### config.mk
export PLATFORM = sky130hd
export DESIGN_NAME = instqueue_flat
export DESIGN_NICKNAME = d
export VERILOG_FILES = /design/src/rtl/instqueue_if.sv /design/src/rtl/instqueue.sv /design/src/flat_wrapper.sv
export SDC_FILE = /design/constraint.sdc
export NUM_CORES = 1
export LEC_CHECK = 0
export BUFFER_PORTS_ARGS = -buffer_cell sky130_fd_sc_hd__buf_4
export CORE_MARGIN = 5
export CORE_UTILIZATION = 55
export DETAILED_ROUTE_END_ITERATION = 6
export PLACE_DENSITY_LB_ADDON = 0.15
export SLEW_MARGIN = 20
export SYNTH_ARGS = -nofsm -noshare
export SYNTH_HDL_FRONTEND = slang
export SYNTH_SLANG_ARGS = --single-unit
### constraint.sdc
create_clock -name clk_in -period 7.82 [get_ports clk_in]
set_input_delay 1.955 -clock clk_in [delete_from_list [all_inputs] [get_ports clk_in]]
set_output_delay 1.955 -clock clk_in [all_outputs]
set_load 0.03 [all_outputs]
### src/rtl/instqueue_if.sv
// instqueue_if: fetch/decode handshake bundle for the instruction queue.
//   slave  modport - the queue itself: takes pushes from fetch and the
//                    downstream stall, drives almost-full and decoder outputs.
//   master modport - the environment around the queue (fetch + decode side).
// Parameters: IDWidth (instruction width), AddressWidth (PC width).
interface instqueue_if #(
    parameter int unsigned IDWidth      = 32,
    parameter int unsigned AddressWidth = 32
) ();
    logic                    if_instqueue_en_in;
    logic [IDWidth-1:0]      if_instqueue_inst_in;
    logic [AddressWidth-1:0] if_instqueue_pc_in;
    logic                    instqueue_if_full_out;
    logic                    rs_instqueue_stall_in;
    logic                    instqueue_decoder_en_out;
    logic [IDWidth-1:0]      instqueue_decoder_inst_out;
    logic [AddressWidth-1:0] instqueue_decoder_pc_out;

    modport slave (
        input  if_instqueue_en_in, if_instqueue_inst_in, if_instqueue_pc_in,
        input  rs_instqueue_stall_in,
        output instqueue_if_full_out,
        output instqueue_decoder_en_out, instqueue_decoder_inst_out,
        output instqueue_decoder_pc_out
    );

    modport master (
        output if_instqueue_en_in, if_instqueue_inst_in, if_instqueue_pc_in,
        output rs_instqueue_stall_in,
        input  instqueue_if_full_out,
        input  instqueue_decoder_en_out, instqueue_decoder_inst_out,
        input  instqueue_decoder_pc_out
    );
endinterface

### src/rtl/instqueue.sv
// instqueue: circular instruction FIFO between fetch and decode.
// Buffers {inst, pc} pairs, pops at most one per cycle into registered
// decoder outputs, raises an almost-full flag to throttle fetch and is
// flushed completely by clear_in.
// Ports:
//   clk_in   - clock
//   rst_in   - asynchronous active-low reset
//   rdy_in   - global ready; low freezes every register
//   clear_in - flush (mispredict / redirect); wins over push and pop
//   bus      - instqueue_if.slave: fetch push, almost-full, downstream
//              stall, decoder en/inst/pc
// Optional build macro: INSTQUEUE_BYPASS_EN - when the queue is empty and
// downstream is not stalled, a pushed word goes straight to the decoder
// outputs on the same edge without touching storage.
module instqueue #(
    parameter int unsigned IDWidth      = 32,
    parameter int unsigned AddressWidth = 32,
    parameter int unsigned DEPTH        = 16,
    parameter int unsigned FULL_MARGIN  = 2
) (
    input logic         clk_in,
    input logic         rst_in,
    input logic         rdy_in,
    input logic         clear_in,
    instqueue_if.slave  bus
);
    localparam int unsigned PtrW = $clog2(DEPTH);
    localparam logic [PtrW:0] CntFull = (PtrW+1)'(DEPTH);
    localparam logic [PtrW:0] CntThr  = (PtrW+1)'(DEPTH - FULL_MARGIN);

    logic [IDWidth-1:0]      inst_mem [DEPTH];
    logic [AddressWidth-1:0] pc_mem   [DEPTH];
    logic [PtrW-1:0]         head, tail;
    logic [PtrW:0]           count, count_nxt;
    logic                    do_pop, do_push, do_bypass;

    always_comb begin
        do_pop = (count != '0) && !bus.rs_instqueue_stall_in;
`ifdef INSTQUEUE_BYPASS_EN
        do_bypass = (count == '0) && bus.if_instqueue_en_in && !bus.rs_instqueue_stall_in;
`else
        do_bypass = 1'b0;
`endif
        // A full queue still accepts a push when the same edge frees a slot.
        do_push = bus.if_instqueue_en_in && !do_bypass && ((count != CntFull) || do_pop);
        count_nxt = count;
        if (do_push && !do_pop)
            count_nxt = count + (PtrW+1)'(1);
        else if (do_pop && !do_push)
            count_nxt = count - (PtrW+1)'(1);
    end

    // Storage has no reset; only entries between head and tail are meaningful.
    // With count==DEPTH and push+pop, tail==head: the pop below reads the old
    // word before this write lands.
    always_ff @(posedge clk_in) begin
        if (rdy_in && !clear_in && do_push) begin
            inst_mem[tail] <= bus.if_instqueue_inst_in;
            pc_mem[tail]   <= bus.if_instqueue_pc_in;
        end
    end

    always_ff @(posedge clk_in or negedge rst_in) begin
        if (!rst_in) begin
            head                           <= '0;
            tail                           <= '0;
            count                          <= '0;
            bus.instqueue_if_full_out      <= 1'b0;
            bus.instqueue_decoder_en_out   <= 1'b0;
            bus.instqueue_decoder_inst_out <= '0;
            bus.instqueue_decoder_pc_out   <= '0;
        end else if (rdy_in) begin
            if (clear_in) begin
                head                         <= '0;
                tail                         <= '0;
                count                        <= '0;
                bus.instqueue_if_full_out    <= 1'b0;
                bus.instqueue_decoder_en_out <= 1'b0;
            end else begin
                if (do_pop) begin
                    bus.instqueue_decoder_inst_out <= inst_mem[head];
                    bus.instqueue_decoder_pc_out   <= pc_mem[head];
                    bus.instqueue_decoder_en_out   <= 1'b1;
                    head                           <= head + 1'b1;
                end else if (do_bypass) begin
                    bus.instqueue_decoder_inst_out <= bus.if_instqueue_inst_in;
                    bus.instqueue_decoder_pc_out   <= bus.if_instqueue_pc_in;
                    bus.instqueue_decoder_en_out   <= 1'b1;
                end else begin
                    bus.instqueue_decoder_en_out   <= 1'b0;
                end
                if (do_push)
                    tail <= tail + 1'b1;
                count                     <= count_nxt;
                bus.instqueue_if_full_out <= (count_nxt >= CntThr);
            end
        end
    end
endmodule

### src/flat_wrapper.sv
// flat-port wrapper written by rule: the top's interface ports become plain ports
module instqueue_flat 
#(
    parameter int unsigned IDWidth      = 32,
    parameter int unsigned AddressWidth = 32,
    parameter int unsigned DEPTH        = 16,
    parameter int unsigned FULL_MARGIN  = 2
)
  (clk_in, rst_in, rdy_in, clear_in, bus_if_instqueue_en_in, bus_if_instqueue_inst_in, bus_if_instqueue_pc_in, bus_rs_instqueue_stall_in, bus_instqueue_if_full_out, bus_instqueue_decoder_en_out, bus_instqueue_decoder_inst_out, bus_instqueue_decoder_pc_out);
  instqueue_if #(.IDWidth(IDWidth), .AddressWidth(AddressWidth)) bus_i ();
  input logic clk_in;
  input logic rst_in;
  input logic rdy_in;
  input logic clear_in;
  input wire logic [$bits(bus_i.if_instqueue_en_in)-1:0] bus_if_instqueue_en_in;
  input wire logic [$bits(bus_i.if_instqueue_inst_in)-1:0] bus_if_instqueue_inst_in;
  input wire logic [$bits(bus_i.if_instqueue_pc_in)-1:0] bus_if_instqueue_pc_in;
  input wire logic [$bits(bus_i.rs_instqueue_stall_in)-1:0] bus_rs_instqueue_stall_in;
  output wire logic [$bits(bus_i.instqueue_if_full_out)-1:0] bus_instqueue_if_full_out;
  output wire logic [$bits(bus_i.instqueue_decoder_en_out)-1:0] bus_instqueue_decoder_en_out;
  output wire logic [$bits(bus_i.instqueue_decoder_inst_out)-1:0] bus_instqueue_decoder_inst_out;
  output wire logic [$bits(bus_i.instqueue_decoder_pc_out)-1:0] bus_instqueue_decoder_pc_out;
  assign bus_i.if_instqueue_en_in = bus_if_instqueue_en_in;
  assign bus_i.if_instqueue_inst_in = bus_if_instqueue_inst_in;
  assign bus_i.if_instqueue_pc_in = bus_if_instqueue_pc_in;
  assign bus_i.rs_instqueue_stall_in = bus_rs_instqueue_stall_in;
  assign bus_instqueue_if_full_out = bus_i.instqueue_if_full_out;
  assign bus_instqueue_decoder_en_out = bus_i.instqueue_decoder_en_out;
  assign bus_instqueue_decoder_inst_out = bus_i.instqueue_decoder_inst_out;
  assign bus_instqueue_decoder_pc_out = bus_i.instqueue_decoder_pc_out;
  instqueue #(.IDWidth(IDWidth), .AddressWidth(AddressWidth), .DEPTH(DEPTH), .FULL_MARGIN(FULL_MARGIN)) u_core (.clk_in(clk_in), .rst_in(rst_in), .rdy_in(rdy_in), .clear_in(clear_in), .bus(bus_i));
endmodule
==> results.ini, run 1 <==
[timing]
fin_crit_ns=4.40
clock.fmax_mhz=227
drv_slew=0
rsz0062_at_grt=no
tightest_slew_ns=1.11
hold_violations=0
final.period_utilization=0.563
fin_skew_ns=0.0176
setup_tns_ns=0
finalSetupViolations=0
relSlewSlack=0.262

[finish]
area.growth.synth_to_final_pct=13.6
drive_gt1_frac=0.366
final_core_util=0.628
nets=1952

[floorplanning]
die-area_um2=81800
die_h_um=286
die_x_um=286
ioPinCount=136
start_util=0.553
core_area_um2=75800
core.rowCount=101

[logic_synthesis]
yosys_warnings=0
synth_cell_types=42
synthTopCellsByArea=edfxtp_1 (73%), mux4_2 (17%), dfrtp_1 (4.7%), mux2_2 (1.7%), buf_6 (0.67%)
synth_edf_count=1024
ys_ff_latch=1103
synth_fp_nets=1760
async_flop_share=0.0716
netlist_area_um2=41900
synth_top_area_frac=0.733
yosysSeqAreaShare=0.781
synthFlopType=edfxtp_1
avgSynthCellArea_um2=24.9
synth_top_cells_by_count=edfxtp_1 (1,024), mux4_2 (313), dfrtp_1 (79)
yosysMostFrequentCell=edfxtp_1
syn_inst=1683
synth_area_leader_cell=edfxtp_1

[cts]
cts_sinks=1103
clk_pin_slew_ns=0.06
cts_hold_buf=0
cts_post_setup_buffers_inserted=0
clock_path_buffers=3
h-tree-depth=3
ctsResizeCount=0
clk_latency_ns=0.65
cts_tree=built
cts-buffers-inserted=110
cts_root_buffer=clkbuf_16

[route]
wirelength_um=83300
ant_nets=0
dr.first_iter.drc_count=1684
drtPass1Iterations=5
post-route-drc-count=0
wl_per_cell_um=28.3
via_per_inst=6.11
num_vias=18000

[grt]
antenna_found_initial=3
gr-usage-met2=0.355
met3_usage=0.0350
busiest_layer=met2
grt_util_met1=0.288
grt_max_degree=153
grt.total_usage=0.207
grt.overflow.total=0
grt_pass1_vias=19100
grt_pass1_wl_um=126000

[critical_path]
crit_path_frequent_cell=buf_4
path_buf_inv=3
cp_max_fo=36
worstPathCellList=buf_4 -> inv_1 -> nor2_1 -> and2_1 -> nand2_1 -> nor2_4 -> buf_4
cp-end-kind=register
crit_required_ns=8.09
worst_ep_arrival_time_ns=4.67
critPathKind=input pin to register
cpLargestDelayFamily=simple AND/OR/NAND/NOR gates
critical_path.startpoint_type=input pin
cpMaxStageDelayCell=nor2_4
slowest_delay_ns=0.88

[worst_hold_path]
hold_path.class=register to register

[run_status]
outcome=complete, no violations

[flow_run]
cap_violations=0

[placed_design]
port-buffer-count=135
gp_congestion=0.747
dp_hpwl_um=45200

[pwr]
ir_drop_v=0.000222
powerDensity_nw_per_um2=300
leakagePower_nw=15.0

-- registers in the layout, indices dropped and copies added (netlist names), 4 cells and up --
name / count
u_core.bus.instqueue_decoder_inst_out: 32
u_core.bus.instqueue_decoder_pc_out: 32
u_core.count: 5
u_core.head: 4
u_core.inst_mem: 512
u_core.pc_mem: 512
u_core.tail: 4
-- cell type report --
| cell class | instances | area (µm²) |
|---|---|---|
| Sequential cell | 1103 | 32700 |
| Inverter | 6 | 22.5 |
| Tap cell | 978 | 1220 |
| Clock buffer | 155 | 3130 |
| Timing Repair Buffer | 167 | 1380 |
| Antenna cell | 2 | 5.00 |
| Multi-Input combinational cell | 487 | 8750 |
| Fill cell | 5086 | 28200 |
| Clock inverter | 51 | 382 |
-- placed cells by master, fill, tap and decap left out, drive strengths merged, types with 3 or more instances in the layout --
cell type  instances
mux2              66
ha                 7
a21oi              4
nand2              9
mux4             320
mux2i              4
clkinv            40
edfxtp          1024
bufinv             5
and2               3
a21o               3
dfrtp             79
nor2              20
nand2b             3
buf              167
inv                9
clkbuf           155
clkinvlp           3
o22ai              3
nor3               9
a22o               4
o21ai              8
o2bb2ai            3
-- through the flow --
step	setup WS (ns)	power, mW	cells	instance area, µm²	hold WS, ns
global route	3.25	14.9	2947	47600	0.526
floorplan	0.112	8.75	1683	41900	0.513
CTS	3.41	14.5	2945	47600	0.498
detailed placement	2.73	9.45	2739	44100	0.483
finish	3.42	14.3	2949	47600	0.494
global placement	2.82	9.42	2738	44000	0.490
-- final timing paths --
path	start	end	slack, ns	cells after the start
max reg2reg	u_core.count[1]$_DFFE_PN0P_	u_core.pc_mem[8][17]$_DFFE_PP_	4.01	8
max in group asynchronous	rst_in	u_core.head[2]$_DFFE_PN0P_	5.36	2
min	u_core.bus.instqueue_decoder_en_out$_DFFE_PN0P_	u_core.bus.instqueue_decoder_en_out$_DFFE_PN0P_	0.49	1
max	rdy_in	u_core.pc_mem[8][17]$_DFFE_PP_	3.42	7
min reg2reg	u_core.bus.instqueue_decoder_en_out$_DFFE_PN0P_	u_core.bus.instqueue_decoder_en_out$_DFFE_PN0P_	0.49	1
min in group asynchronous	rst_in	u_core.bus.instqueue_decoder_pc_out[12]$_DFFE_PN0P_	1.27	1
-- cells by family (layout without fill, tap and decap cells) --
group | count (synthesis) | in the layout | synth area share
compound gates | 34 | 34 | 0.00564
other cells | 0 | 2 | 0
buf+inv | 93 | 379 | 0.0134
fa+ha+maj | 7 | 7 | 0.00209
xor+xnor | 1 | 1 | 0.000209
mux | 390 | 390 | 0.191
simple gates | 55 | 55 | 0.00654
flops | 1103 | 1103 | 0.781
-- per-layer routing --
metal,up-vias,routed length [µm]
met4,2,1450
met3,99,3720
met2,445,43900
li1,7652,-
met1,9817,34300
met5,-,7
-- where the power goes --
part           internal [mW]  total, mW  leakage [nW]  switching, mW
logic                   1.19       2.37          3.11           1.17
clock network           2.94       5.05          1.71           2.11
registers               6.68       6.89          10.2          0.210
Note: power is estimated with default switching activity, not from simulation.
==> run 2, diff against run 1 <==
Clock period 7.82 ns to 4.45 ns, I/O delays scaled along.
==> run 2 against run 1 <==
Effect of this change:
- first-iteration DRC count rose by 10%
- combinational power rose by 80%
- global-route usage rose by 0.87 points
- non-clock buffer count rose by 27
- critical path type is now register to register
- cell count rose by 0.92%
- die area did not move
- routed wire length rose by 4.5%
- clock skew rose by 0.0016 ns
- largest cell class unchanged
==> results.ini, run 2 (same netlist as run 1, synthesis figures left out) <==
[run_status]
outcome=complete, no violations

[route]
wl_per_cell_um=29.3  ; +3.6%
wirelength_um=87100  ; +4.5%
ant_nets=0  ; unchanged
via_per_inst=6.19  ; +1.4%
post-route-drc-count=0  ; unchanged
num_vias=18400  ; +2.3%
drtPass1Iterations=5  ; unchanged
dr.first_iter.drc_count=1853  ; +10%

[critical_path]
crit_required_ns=4.79  ; -3.30 ns
worst_ep_arrival_time_ns=3.58  ; -1.09 ns
reg2reg_to=u_core.inst_mem[6][10]$_DFFE_PP_
cp-end-kind=register
r2r_slack_ns=1.22  ; -2.79 ns
ff2ff_path_depth=8  ; unchanged
rr_startpoint=u_core.count[1]$_DFFE_PN0P_
critical_path.startpoint_type=register
critPathKind=register to register
cp_max_fo=14  ; -61%

[cts]
clk_latency_ns=0.66  ; about the same
cts_sinks=1103  ; unchanged
clock_path_buffers=3  ; unchanged
ctsResizeCount=0  ; unchanged
cts_tree=built
cts-buffers-inserted=110  ; unchanged
cts_root_buffer=clkbuf_16
cts_post_setup_buffers_inserted=0  ; unchanged
cts_hold_buf=0  ; unchanged
clk_pin_slew_ns=0.06  ; about the same
h-tree-depth=3  ; unchanged

[timing]
relSlewSlack=0.303  ; +0.0409
fin_crit_ns=3.23
rsz0062_at_grt=no
drv_slew=0  ; unchanged
clock.fmax_mhz=309
fin_skew_ns=0.0193  ; +0.00165 ns
hold-worst-slack_ns=0.484  ; -0.0101 ns
tightest_slew_ns=1.05  ; -0.0613 ns
setup_ws_ns=1.22  ; -2.20 ns
finalSetupViolations=0  ; unchanged
setup_tns_ns=0  ; unchanged
hold_violations=0  ; unchanged
final.period_utilization=0.726

[floorplanning]
die_h_um=286  ; unchanged
die_x_um=286  ; unchanged
core.rowCount=101  ; unchanged
die-area_um2=81800  ; unchanged
ioPinCount=136  ; unchanged
start_util=0.553  ; unchanged
core_area_um2=75800  ; unchanged

[finish]
top_regs=u_core.inst_mem (512), u_core.pc_mem (512)
area.growth.synth_to_final_pct=14.9
layout.cells.non_filler=2976  ; +0.92%
layout_common_cells=edfxtp_1 (1,024), mux4_2 (313), buf_4 (177)
fillers=4969  ; -2.3%
nets=1979  ; +1.4%
post-route-cell-area_um2=48200  ; +1.1%
final_common_cell=edfxtp_1
drive_gt1_frac=0.381  ; +0.0158

[pwr]
ir_drop_v=0.000485  ; +120%
leakagePower_nw=15.2  ; +1.6%
powerDensity_nw_per_um2=536  ; +78%

[placed_design]
post-place-ws_ns=0.715  ; -2.02 ns
place_area_um2=44400  ; +0.85%
gp_congestion=0.748  ; +0.12%
port-buffer-count=135  ; unchanged
dp_cells=2768  ; +1.1%
dp_hpwl_um=48600  ; +7.5%

[grt]
grt.total_usage=0.216  ; +0.00868
grt_pass1_wl_um=131000  ; +3.7%
antenna_found_initial=4  ; +1
grt_max_degree=68  ; -56%
grt.overflow.total=0  ; unchanged
grt_pass1_vias=19600  ; +2.7%

[worst_hold_path]
worst_hold_path.endpoint=u_core.bus.instqueue_decoder_en_out$_DFFE_PN0P_
worstHoldPathCells=1  ; unchanged
hold_path.class=register to register
hp-start=u_core.bus.instqueue_decoder_en_out$_DFFE_PN0P_

[flow_run]
cap_violations=0  ; unchanged

[run 2: critical path: stages (launching register included)]
cell	delay, ns
dfrtp_1	0.46
inv_1	0.08
ha_1	0.20
or3b_1	0.25
o21a_1	0.29
and2_1	0.37
nand2_1	0.32
nor2_4	0.57
buf_4	0.35
[run 2: power breakdown]
part / leakage, nW / total [mW] / internal (mW) / switching, mW
registers: 10.2 / 12.1 / 11.7 / 0.383
clock network: 1.80 / 9.41 / 5.66 / 3.75
logic: 3.25 / 4.27 / 2.16 / 2.11
[run 2: cell type report]
| type | instances | area (µm²) | area share |
|---|---|---|---|
| multi-input cells | 487 | 8770 | 0.182 |
| clock inverters | 62 | 764 | 0.0159 |
| inverters | 6 | 22.5 | 0.000468 |
| well taps | 978 | 1220 | 0.0254 |
| diodes | 3 | 7.51 | 0.000156 |
| flip-flops and latches | 1103 | 32700 | 0.680 |
| repair buffers | 194 | 1670 | 0.0347 |
| clock buffers | 143 | 2960 | 0.0614 |
[run 2: per-stage QoR]
step                       util  total power, mW
final                     0.635             25.8
after global routing      0.635             26.8
after detailed placement  0.586             16.7
after global placement    0.586             16.6
after CTS                 0.635             26.1
after floorplan               -             15.4
[run 2: metal layers]
| layer | wire length [µm] | up-vias | track usage |
|---|---|---|---|
| met1 | 35700 | 10100 | 0.301 |
| li1 | - | 7703 | - |
| met2 | 45100 | 556 | 0.366 |
| met5 | 27 | - | 0 |
| met4 | 1610 | 4 | 0.0510 |
| met3 | 4670 | 113 | 0.0357 |
[run 2: worst max path at each step]
stage,startpoint,to,slack [ns],cells past startpoint
3_5_place_dp,rdy_in,u_core.inst_mem[6][10]$_DFFE_PP_,0.71,7
3_3_place_gp,rdy_in,u_core.inst_mem[6][10]$_DFFE_PP_,0.80,7
5_1_grt,u_core.count[1]$_DFFE_PN0P_,u_core.inst_mem[6][1]$_DFFE_PP_,1.04,8
2_1_floorplan,rdy_in,u_core.inst_mem[15][0]$_DFFE_PP_,-0.70,6
4_1_cts,u_core.count[1]$_DFFE_PN0P_,u_core.inst_mem[6][10]$_DFFE_PP_,1.18,8
6_report,u_core.count[1]$_DFFE_PN0P_,u_core.inst_mem[6][10]$_DFFE_PP_,1.22,8
